===== src/rtl/parity_engine_if.sv =====
// Parity engine signal bundle: TX load/parity slot, RX bit stream and status outputs.
// The engine takes the slave modport; the datapath driving it takes the master.
interface parity_engine_if #(
  parameter int unsigned DATA_WIDTH = 8,
  parameter int unsigned LEN_W      = $clog2(DATA_WIDTH) + 1,
  parameter int unsigned ERR_CNT_W  = 8
);
  logic [LEN_W-1:0]      DATA_LEN;
  logic                  PAR_EN;
  logic [1:0]            PAR_MODE;
  logic [DATA_WIDTH-1:0] P_DATA;
  logic                  Data_valid;
  logic                  busy;
  logic                  Enable_Par_Output;
  logic                  PAR_BIT;
  logic                  rx_start;
  logic                  rx_bit_valid;
  logic                  rx_bit;
  logic                  PAR_DONE;
  logic                  PAR_ERR;
  logic                  err_cnt_clr;
  logic [ERR_CNT_W-1:0]  ERR_CNT;

  modport slave (
    input  DATA_LEN, PAR_EN, PAR_MODE, P_DATA, Data_valid, busy, Enable_Par_Output,
    input  rx_start, rx_bit_valid, rx_bit, err_cnt_clr,
    output PAR_BIT, PAR_DONE, PAR_ERR, ERR_CNT
  );

  modport master (
    output DATA_LEN, PAR_EN, PAR_MODE, P_DATA, Data_valid, busy, Enable_Par_Output,
    output rx_start, rx_bit_valid, rx_bit, err_cnt_clr,
    input  PAR_BIT, PAR_DONE, PAR_ERR, ERR_CNT
  );
endinterface


===== src/rtl/parity_engine.sv =====
// UART parity engine: TX parity bit from a snapshotted word, RX parity check with a
// saturating error counter. TX and RX halves run independently.
module parity_engine #(
  parameter int unsigned DATA_WIDTH = 8,
  parameter int unsigned LEN_W      = $clog2(DATA_WIDTH) + 1,
  parameter int unsigned ERR_CNT_W  = 8
) (
  input  logic           CLK,
  input  logic           RST,
  parity_engine_if.slave bus
);

  typedef enum logic [1:0] {RX_IDLE, RX_DATA, RX_PAR} rx_state_t;

  localparam logic [LEN_W-1:0]     MAX_LEN = LEN_W'(DATA_WIDTH);
  localparam logic [ERR_CNT_W-1:0] CNT_MAX = '1;

  // Parity bit selection shared by both halves; acc is the XOR of the data bits.
  function automatic logic par_sel(input logic en, input logic [1:0] mode, input logic acc);
    logic res;
    res = 1'b0;
    if (en) begin
      case (mode)
        2'b00:   res = acc;
        2'b01:   res = ~acc;
        2'b10:   res = 1'b1;
        default: res = 1'b0;
      endcase
    end
    return res;
  endfunction

  logic [LEN_W-1:0]      w_len;
  logic [DATA_WIDTH-1:0] w_mask;
  logic                  w_tx_load;
  logic                  w_tx_par;
  logic                  w_rx_exp;
  logic [LEN_W-1:0]      w_rx_cnt_nxt;

  logic [DATA_WIDTH-1:0] r_tx_data;
  logic                  r_tx_par_en;
  logic [1:0]            r_tx_mode;
  logic                  r_par_bit;

  rx_state_t             r_rx_state;
  logic [LEN_W-1:0]      r_rx_cnt;
  logic                  r_rx_acc;
  logic [LEN_W-1:0]      r_rx_len;
  logic                  r_rx_par_en;
  logic [1:0]            r_rx_mode;
  logic                  r_par_done;
  logic                  r_par_err;
  logic [ERR_CNT_W-1:0]  r_err_cnt;

  // Out-of-range lengths fall back to the full data width.
  assign w_len = ((bus.DATA_LEN == '0) || (bus.DATA_LEN > MAX_LEN)) ? MAX_LEN : bus.DATA_LEN;

  always_comb begin
    w_mask = '0;
    for (int unsigned i = 0; i < DATA_WIDTH; i++) begin
      w_mask[i] = (LEN_W'(i) < w_len);
    end
  end

  assign w_tx_load    = bus.Data_valid && !bus.busy;
  assign w_tx_par     = par_sel(r_tx_par_en, r_tx_mode, ^r_tx_data);
  assign w_rx_exp     = par_sel(1'b1, r_rx_mode, r_rx_acc);
  assign w_rx_cnt_nxt = r_rx_cnt + LEN_W'(1);

  // TX: snapshot on load; a load in the same cycle as the parity slot keeps PAR_BIT.
  always_ff @(posedge CLK) begin
    if (RST) begin
      r_tx_data   <= '0;
      r_tx_par_en <= 1'b0;
      r_tx_mode   <= 2'b00;
      r_par_bit   <= 1'b0;
    end else if (w_tx_load) begin
      r_tx_data   <= bus.P_DATA & w_mask;
      r_tx_par_en <= bus.PAR_EN;
      r_tx_mode   <= bus.PAR_MODE;
    end else if (bus.Enable_Par_Output) begin
      r_par_bit   <= w_tx_par;
    end
  end

  // RX frame FSM; rx_start restarts from any state and masks a coincident bit.
  always_ff @(posedge CLK) begin
    if (RST) begin
      r_rx_state  <= RX_IDLE;
      r_rx_cnt    <= '0;
      r_rx_acc    <= 1'b0;
      r_rx_len    <= '0;
      r_rx_par_en <= 1'b0;
      r_rx_mode   <= 2'b00;
      r_par_done  <= 1'b0;
      r_par_err   <= 1'b0;
    end else begin
      r_par_done <= 1'b0;
      r_par_err  <= 1'b0;
      if (bus.rx_start) begin
        r_rx_state  <= RX_DATA;
        r_rx_cnt    <= '0;
        r_rx_acc    <= 1'b0;
        r_rx_len    <= w_len;
        r_rx_par_en <= bus.PAR_EN;
        r_rx_mode   <= bus.PAR_MODE;
      end else begin
        case (r_rx_state)
          RX_DATA: begin
            if (bus.rx_bit_valid) begin
              r_rx_acc <= r_rx_acc ^ bus.rx_bit;
              r_rx_cnt <= w_rx_cnt_nxt;
              if (w_rx_cnt_nxt == r_rx_len) begin
                if (r_rx_par_en) begin
                  r_rx_state <= RX_PAR;
                end else begin
                  r_rx_state <= RX_IDLE;
                  r_par_done <= 1'b1;
                end
              end
            end
          end
          RX_PAR: begin
            if (bus.rx_bit_valid) begin
              r_rx_state <= RX_IDLE;
              r_par_done <= 1'b1;
              r_par_err  <= (bus.rx_bit != w_rx_exp);
            end
          end
          default: r_rx_state <= RX_IDLE;
        endcase
      end
    end
  end

  // Error counter counts PAR_ERR pulses; clear dominates a coincident pulse.
  always_ff @(posedge CLK) begin
    if (RST || bus.err_cnt_clr) begin
      r_err_cnt <= '0;
    end else if (r_par_err && (r_err_cnt != CNT_MAX)) begin
      r_err_cnt <= r_err_cnt + ERR_CNT_W'(1);
    end
  end

  assign bus.PAR_BIT  = r_par_bit;
  assign bus.PAR_DONE = r_par_done;
  assign bus.PAR_ERR  = r_par_err;
  assign bus.ERR_CNT  = r_err_cnt;

endmodule

===== src/flat_wrapper.sv =====
// flat-port wrapper written by rule: the top's interface ports become plain ports
module parity_engine_flat 
#(
  parameter int unsigned DATA_WIDTH = 8,
  parameter int unsigned LEN_W      = $clog2(DATA_WIDTH) + 1,
  parameter int unsigned ERR_CNT_W  = 8
)
  (CLK, RST, bus_DATA_LEN, bus_PAR_EN, bus_PAR_MODE, bus_P_DATA, bus_Data_valid, bus_busy, bus_Enable_Par_Output, bus_rx_start, bus_rx_bit_valid, bus_rx_bit, bus_err_cnt_clr, bus_PAR_BIT, bus_PAR_DONE, bus_PAR_ERR, bus_ERR_CNT);
  parity_engine_if #(.DATA_WIDTH(DATA_WIDTH), .LEN_W(LEN_W), .ERR_CNT_W(ERR_CNT_W)) bus_i ();
  input  logic CLK;
  input  logic RST;
  input wire logic [$bits(bus_i.DATA_LEN)-1:0] bus_DATA_LEN;
  input wire logic [$bits(bus_i.PAR_EN)-1:0] bus_PAR_EN;
  input wire logic [$bits(bus_i.PAR_MODE)-1:0] bus_PAR_MODE;
  input wire logic [$bits(bus_i.P_DATA)-1:0] bus_P_DATA;
  input wire logic [$bits(bus_i.Data_valid)-1:0] bus_Data_valid;
  input wire logic [$bits(bus_i.busy)-1:0] bus_busy;
  input wire logic [$bits(bus_i.Enable_Par_Output)-1:0] bus_Enable_Par_Output;
  input wire logic [$bits(bus_i.rx_start)-1:0] bus_rx_start;
  input wire logic [$bits(bus_i.rx_bit_valid)-1:0] bus_rx_bit_valid;
  input wire logic [$bits(bus_i.rx_bit)-1:0] bus_rx_bit;
  input wire logic [$bits(bus_i.err_cnt_clr)-1:0] bus_err_cnt_clr;
  output wire logic [$bits(bus_i.PAR_BIT)-1:0] bus_PAR_BIT;
  output wire logic [$bits(bus_i.PAR_DONE)-1:0] bus_PAR_DONE;
  output wire logic [$bits(bus_i.PAR_ERR)-1:0] bus_PAR_ERR;
  output wire logic [$bits(bus_i.ERR_CNT)-1:0] bus_ERR_CNT;
  assign bus_i.DATA_LEN = bus_DATA_LEN;
  assign bus_i.PAR_EN = bus_PAR_EN;
  assign bus_i.PAR_MODE = bus_PAR_MODE;
  assign bus_i.P_DATA = bus_P_DATA;
  assign bus_i.Data_valid = bus_Data_valid;
  assign bus_i.busy = bus_busy;
  assign bus_i.Enable_Par_Output = bus_Enable_Par_Output;
  assign bus_i.rx_start = bus_rx_start;
  assign bus_i.rx_bit_valid = bus_rx_bit_valid;
  assign bus_i.rx_bit = bus_rx_bit;
  assign bus_i.err_cnt_clr = bus_err_cnt_clr;
  assign bus_PAR_BIT = bus_i.PAR_BIT;
  assign bus_PAR_DONE = bus_i.PAR_DONE;
  assign bus_PAR_ERR = bus_i.PAR_ERR;
  assign bus_ERR_CNT = bus_i.ERR_CNT;
  parity_engine #(.DATA_WIDTH(DATA_WIDTH), .LEN_W(LEN_W), .ERR_CNT_W(ERR_CNT_W)) u_core (.CLK(CLK), .RST(RST), .bus(bus_i));
endmodule

===== config.mk =====
export PLATFORM = sky130hd
export DESIGN_NAME = parity_engine_flat
export DESIGN_NICKNAME = d
export VERILOG_FILES = /design/src/rtl/parity_engine_if.sv /design/src/rtl/parity_engine.sv /design/src/flat_wrapper.sv
export SDC_FILE = /design/constraint.sdc
export NUM_CORES = 1
export LEC_CHECK = 0
export ABC_AREA = 1
export ABC_CLOCK_PERIOD_IN_PS = 3900
export BUFFER_PORTS_ARGS = -buffer_cell sky130_fd_sc_hd__buf_2
export CORE_AREA = 5 5 88 57
export CTS_CLUSTER_SIZE = 14
export DETAILED_ROUTE_END_ITERATION = 12
export DIE_AREA = 0 0 93 62
export HOLD_SLACK_MARGIN = 0.08
export PLACE_DENSITY_LB_ADDON = 0.08
export RECOVER_POWER = 50
export SETUP_SLACK_MARGIN = 0.1
export SLEW_MARGIN = 10
export SYNTH_ARGS = -nofsm -noshare
export SYNTH_HDL_FRONTEND = slang
export SYNTH_SLANG_ARGS = --single-unit

===== constraint.sdc =====
create_clock -name CLK -period 3.9 [get_ports CLK]
set_input_delay 0.195 -clock CLK [delete_from_list [all_inputs] [get_ports CLK]]
set_output_delay 0.195 -clock CLK [all_outputs]
set_load 0.03 [all_outputs]

==> results of run 1 <==
-- kinds of logic (layout without fill, tap and decap cells) --
kind of cell	count (synthesis)	count (layout)	synth area share [%]
AO/OA/AOI/OAI	52	52	15.8
XOR/XNOR	10	10	4.86
adder cells (fa/ha/maj)	4	4	2.78
buffers and inverters	41	79	9.17
flip-flops	36	36	40.0
AND/OR/NAND/NOR	117	117	27.4
-- worst paths after layout --
check                                       start                                 to  slack [ns]
hold reg to reg   u_core.r_tx_par_en$_SDFFE_PP0P_    u_core.r_tx_par_en$_SDFFE_PP0P_        0.46
setup / recovery  u_core.r_rx_cnt[0]$_SDFFE_PP0P_  u_core.r_rx_state[1]$_SDFFE_PP0P_        2.33
setup reg to reg  u_core.r_rx_cnt[0]$_SDFFE_PP0P_  u_core.r_rx_state[1]$_SDFFE_PP0P_        2.33
hold / removal                      bus_P_DATA[7]   u_core.r_tx_data[7]$_SDFFE_PP0P_        0.15
-- worst register-to-register path: cells and delay by family (launching register included) --
family                   cells  cell delay, ns
adder cells (fa/ha/maj)      1            0.33
flip-flops                   1            0.34
AND/OR/NAND/NOR              7            0.59
AO/OA/AOI/OAI                1            0.11
XOR/XNOR                     1            0.15
-- stage by stage --
step / area, um^2 / setup slack (ns)
detailed placement: 2010 / 2.27
floorplan: 1800 / 2.25
global placement: 2010 / 2.31
global route: 2100 / 2.16
finish: 2100 / 2.33
CTS: 2110 / 2.33
-- cells in the mapped netlist (all sizes together), types with 2 or more instances --
cell and instances:
ha 4, dfxtp 36, o22ai 2, nand2 74
clkbuf 3, inv 37, nor2 21, o21ai 20
xnor2 5, nor3 6, xor2 5, a21oi 22
nand3 13, nand4 2, a211oi 2
-- metal layers --
layer	vias up	part of all wire, %
li1	916	-
met1	739	53
met2	38	40
met3	8	5.6
met4	0	1.5
met5	-	0
-- flip-flops by register name, summed over array words and instances (netlist names) --
signal	count
u_core.r_rx_mode	2
u_core.r_rx_cnt	4
u_core.r_tx_data	8
u_core.r_rx_state	2
u_core.bus.ERR_CNT	8
u_core.r_rx_len	4
u_core.r_rx_acc	1
u_core.r_rx_par_en	1
u_core.r_tx_mode	2
u_core.bus.PAR_DONE	1
u_core.r_tx_par_en	1
u_core.bus.PAR_BIT	1
u_core.bus.PAR_ERR	1
-- where the power goes --
part	leakage (uW)	switching, uW	total (uW)	internal (uW)
registers	0.000294	9.34	391	381
clock network	0.0000552	135	325	190
logic	0.000580	57.3	92.6	35.3
-- layout make-up --
| class | count | area share, % |
|---|---|---|
| multi-input cells | 183 | 43.5 |
| inverters | 37 | 6.62 |
| well taps | 50 | 2.98 |
| clock inverters | 2 | 1.67 |
| flip-flops and latches | 36 | 34.4 |
| clock buffers | 6 | 3.46 |
| repair buffers | 34 | 7.40 |
==> out/metrics.yaml, run 1 <==
multi_input_area_um2: 912
p_leak_uw: 0.000928
vias: 1701
fin_setup_tns_ns: 0
ant_nets: 0
synth.distinct_cells: 29
max_freq_mhz: 638
grt_max_degree: 16
cap_viol_max_count: 0
coreArea_um2: 4050
cts_htree_levels: 2
ys_ff_latch: 36
first_iter_violations: 62
seq_area_um2: 721
use_met2_pct: 24.3
cp_top_family: "simple AND/OR/NAND/NOR gates"
final_util_pct: 51.7
post-route-period-util_pct: 40.2
initial_core_util_pct: 44.4
areaGrowthSynthToFinish_pct: 16.5
required_ns: 4.13
layout_min_cycle_time_ns: 1.57
power_per_cell_area_nw_per_um2: 385
finalClockSkew_ns: 0.00564
rsz0062_at_grt: "false"
synthCells: 260
met3_usage_pct: 4.69
drtPass1Iterations: 4
die_w_um: 93
synth_top_area_share_pct: 40.0
cts.path.max_buffers: 2
hold_viol: 0
slew_headroom_pct: 50.6
busiest_layer: "met2"
status: "completed"
maxSlewViolCount: 0
crit_top_cell: "nand2_1"
dieArea_um2: 5770
worstPathArrival_ns: 1.80
antenna_cells: 0
ios: 35
layout_common_cells: "nand2_1, inv_1, dfxtp_1, a21oi_1, buf_2"
use_met1_pct: 20.2
setup_viol: 0
cts-root-buf: "clkbuf_8"
layout-drive-gt1-share_pct: 11.1
crit_type: "reg -> reg"
hold_path_depth: 3
synth_area_um2: 1800
worst_slew_pin_slew_ns: 0.738
clkSinkCount: 36
syn_nets: 288
drt_drc_violations_left: 0
synth_warnings: 0
vias_per_cell: 4.89
grt_pass1_wl_um: 6820
yosys-top-cells-area: "dfxtp_1, nand2_1, inv_1, a21oi_1, o21ai_0"
finalPower_uw: 808
start_kind: "flip-flop"
synthArstFlopShare_pct: 0
ys_seq_area_share_pct: 40.0
endpoint_kind: "flip-flop"
grt_pass1_vias: 1511
final_cells: 348
ys.flop_type: "dfxtp_1"
crit_chain: "ha_1, xnor2_1, o21ai_0, nor2_1, nand2_1, nand2_1, nand2_1, nand2_1, nand2_1, nor2_1"
crit_path_max_fanout: 4
io_buffers: 34
clk_latency_ns: 0.29
postCtsHoldBufs: 0
dp.cells: 340
chipHeight_um: 62
synth_top_cell_by_area: "dfxtp_1"
worst-r2r-cell-count: 10
rows: 18
routed_wl_um: 3990
fin_hold_ws_ns: 0.152
clkSlewWorstSetupHoldPaths_ns: 0.07
hp-class: "in -> reg"
critical_path.n_buffers_inverters: 0
syn-mean-instance-area_um2: 6.92
synth_edf_count: 0
postCtsSetupRepairBufs: 0
grt_overflow: 0
dp_hpwl_um: 3080
cts_buffers: 5
cts.repair.resized: 0
cts_tree: "yes"
final_common_cell: "nand2_1"
antenna_found_initial: 0
nets: 325
routabilityCongestion: 0.878
cp_slowest_cell: "dfxtp_1"
avgRoutedWirePerCell_um: 11.5
ir_drop_mv: 0.171
max_stage_delay_ns: 0.34
gr-usage-all-layers_pct: 15.4
path_depth: 10
fillers: 412
Note: power is estimated with default switching activity, not from simulation.
==> run 2: changes to the inputs <==
Settings changed: ABC_AREA 1 to 0, ABC_CLOCK_PERIOD_IN_PS 3900 to 1300, CORE_AREA 5 5 88 57 to 5 5 86 56, DIE_AREA 0 0 93 62 to 0 0 91 61.
Clock period 3.9 ns to 1.3 ns, I/O delays scaled along.
==> run 2 against run 1 <==
The run now ends with setup timing left; critical path depth down 4; critical endpoint is now u_core.bus.PAR_DONE$_SDFF_PP0_; core utilization increased by 11 points; register-to-register slack lost 2.5 ns; routed wire length increased by 9.8%; critical path type unchanged.
==> out/metrics.yaml, run 2 <==
syn-mean-instance-area_um2: 8.54
worst_slack_ns: -0.135
hold_viol: 0
antenna_found_initial: 0
cp_slowest_cell: "dfxtp_4"
violations: "setup timing"
min_from: "bus_DATA_LEN[2]"
hold_end: "u_core.r_rx_len[2]$_SDFFE_PP0P_"
required_ns: 1.50
dieArea_um2: 5550
areaGrowthSynthToFinish_pct: 44.5
layout_min_cycle_time_ns: 1.44
layout-drive-gt1-share_pct: 37.7
cts.path.max_buffers: 2
clk_latency_ns: 0.29
ir_drop_mv: 0.518
synthCells: 201
clkSinkCount: 36
fillers: 342
synthArstFlopShare_pct: 0
hp-class: "in -> reg"
die_w_um: 91
cap_viol_max_count: 0
vias: 1582
initial_core_util_pct: 43.6
ios: 35
synthTopCellsByCount: "dfxtp_1, nand2_1, nor2_1"
synth.distinct_cells: 37
syn_nets: 229
gr-usage-all-layers_pct: 16.4
grt_pass1_vias: 1549
maxSlewViolCount: 0
finalClockSkew_ns: 0.00839
ys_ff_latch: 36
worstPathArrival_ns: 1.64
post_dp_cell_area_um2: 2060
ant_nets: 0
nets: 292
grt_pass1_wl_um: 7270
cts_tree: "yes"
start_kind: "flip-flop"
setup_viol: 4
clkSlewWorstSetupHoldPaths_ns: 0.07
drtPass1Iterations: 4
grt_max_degree: 17
reg2reg_setup_slack_ns: -0.14
io_buffers: 34
chipHeight_um: 61
hold_path_depth: 3
synth.most_common_cell: "dfxtp_1"
p_leak_uw: 0.000955
max_stage_delay_ns: 0.36
final_util_pct: 62.9
yosys-top-cells-area: "dfxtp_1, xnor2_1, a21oi_1, nand2_1, nor2_1"
worst_slew_pin_slew_ns: 0.380
synth_top_area_share_pct: 42.0
crit_type: "reg -> reg"
reg2reg_to: "u_core.bus.PAR_DONE$_SDFF_PP0_"
cts-root-buf: "clkbuf_8"
crit_path_max_fanout: 4
routabilityCongestion: 0.717
dp_hpwl_um: 3060
worst-r2r-cell-count: 6
cts_htree_levels: 2
power_per_cell_area_nw_per_um2: 917
cts_buffers: 5
post-route-period-util_pct: 110
routed_wl_um: 4380
avgRoutedWirePerCell_um: 13.9
synth_warnings: 0
slew_headroom_pct: 74.3
layout_common_cells: "buf_2, nand2_1, nor2_1, dfxtp_1"
ys.flop_type: "dfxtp_1"
antenna_cells: 0
crit_chain: "ha_4, xor2_1, xnor2_1, and4_4, a31oi_1, nor4b_2"
first_iter_violations: 93
max_freq_mhz: 697
timing.rr.start: "u_core.r_rx_cnt[0]$_SDFFE_PP0P_"
synth_area_um2: 1720
finalInstanceArea_um2: 2480
status: "finished with violations"
drt_drc_violations_left: 0
vias_per_cell: 5.02
synth_top_cell_by_area: "dfxtp_1"
grt_overflow: 0
coreArea_um2: 3940
endpoint_kind: "flip-flop"
rows: 18
rsz0062_at_grt: "true"
final_common_cell: "buf_2"
ys_seq_area_share_pct: 42.0
place_ws_ns: -0.136
fin_setup_tns_ns: -0.281
synth_edf_count: 0
==> run 2: cell types whose count changed after synthesis, sizes merged, moves of 3 or more <==
cell    previous run  this run
nor2b              0         5
nor2              21        24
xor2               5         8
nand2             74        25
clkbuf             3         7
xnor2              5        16
or3                0         4
o21ai             20         6
inv               37         5
mux2i              0         4
nand3             13        10
nor3               6         2
nand3b             0         3
==> run 2: logic make-up (layout without fill, tap and decap cells) <==
logic type | Yosys count | count (layout) | share of synthesized area, %
and+or+nand+nor | 82 | 82 | 24.0
adders and majority gates | 4 | 4 | 2.92
DFF | 36 | 36 | 42.0
AOI/OAI and AO/OA | 37 | 37 | 13.0
xor gates and xnor gates | 24 | 24 | 12.2
muxes | 4 | 4 | 2.33
buffers and inverters | 14 | 78 | 3.57
==> run 2: cell type report <==
type	instances	area (um^2)	area share, %
inverter	5	18.8	0.757
sequential	36	757	30.5
tap	50	62.6	2.52
multi-input combinational	151	1120	45.4
clock buffer	8	90.1	3.63
timing repair buffer	65	427	17.2
==> run 2: how the worst max path moves through the flow <==
| stage | from | cells past startpoint | end |
|---|---|---|---|
| 5_1_grt | u_core.r_rx_cnt[0]$_SDFFE_PP0P_ | 6 | u_core.bus.PAR_DONE$_SDFF_PP0_ |
| 6_report | u_core.r_rx_cnt[0]$_SDFFE_PP0P_ | 6 | u_core.bus.PAR_DONE$_SDFF_PP0_ |
| 4_1_cts | u_core.r_rx_cnt[0]$_SDFFE_PP0P_ | 6 | u_core.bus.PAR_DONE$_SDFF_PP0_ |
| 2_1_floorplan | u_core.r_rx_cnt[0]$_SDFFE_PP0P_ | 6 | u_core.bus.PAR_DONE$_SDFF_PP0_ |
| 3_3_place_gp | u_core.r_rx_cnt[0]$_SDFFE_PP0P_ | 6 | u_core.bus.PAR_DONE$_SDFF_PP0_ |
| 3_5_place_dp | u_core.r_rx_cnt[0]$_SDFFE_PP0P_ | 6 | u_core.bus.PAR_DONE$_SDFF_PP0_ |
==> run 2: power breakdown <==
part | switching [uW] | internal [uW] | leakage (uW)
Sequential | 26.5 | 1120 | 0.000302
Combinational | 152 | 153 | 0.000607
Clock | 390 | 432 | 0.0000455
==> run 2: through the flow <==
stage,cells,hold WS [ns],total power (uW)
after floorplan,201,0.201,1320
after global placement,287,0.309,1400
after detailed placement,287,0.328,1410
after CTS,306,0.0859,2270
after global routing,315,0.117,2390
final,315,0.107,2270
==> run 2: repair_timing <==
action                                  CTS  global route
gates resized for setup                  13            15
setup buffers                             1             8
endpoints found under the hold margin    12             1
pin swaps                                 7            12
endpoints found under the setup margin   11            10
hold buffers                             10             1
gates cloned                              0             0
==> run 2: critical path: cells and delay by family (launching register included) <==
kind | cells | cell delay, ns
and+or+nand+nor | 2 | 0.44
adders and majority gates | 1 | 0.16
xor gates and xnor gates | 2 | 0.31
AOI/OAI and AO/OA | 1 | 0.09
DFF | 1 | 0.36
==> run 2: layer usage <==
| layer | up-vias | global-route usage [%] | wire length, um |
|---|---|---|---|
| met4 | 0 | 6.28 | 31 |
| li1 | 814 | - | - |
| met1 | 719 | 22.1 | 2170 |
| met2 | 45 | 25.2 | 1950 |
| met3 | 4 | 4.83 | 221 |
| met5 | - | 0 | 0 |
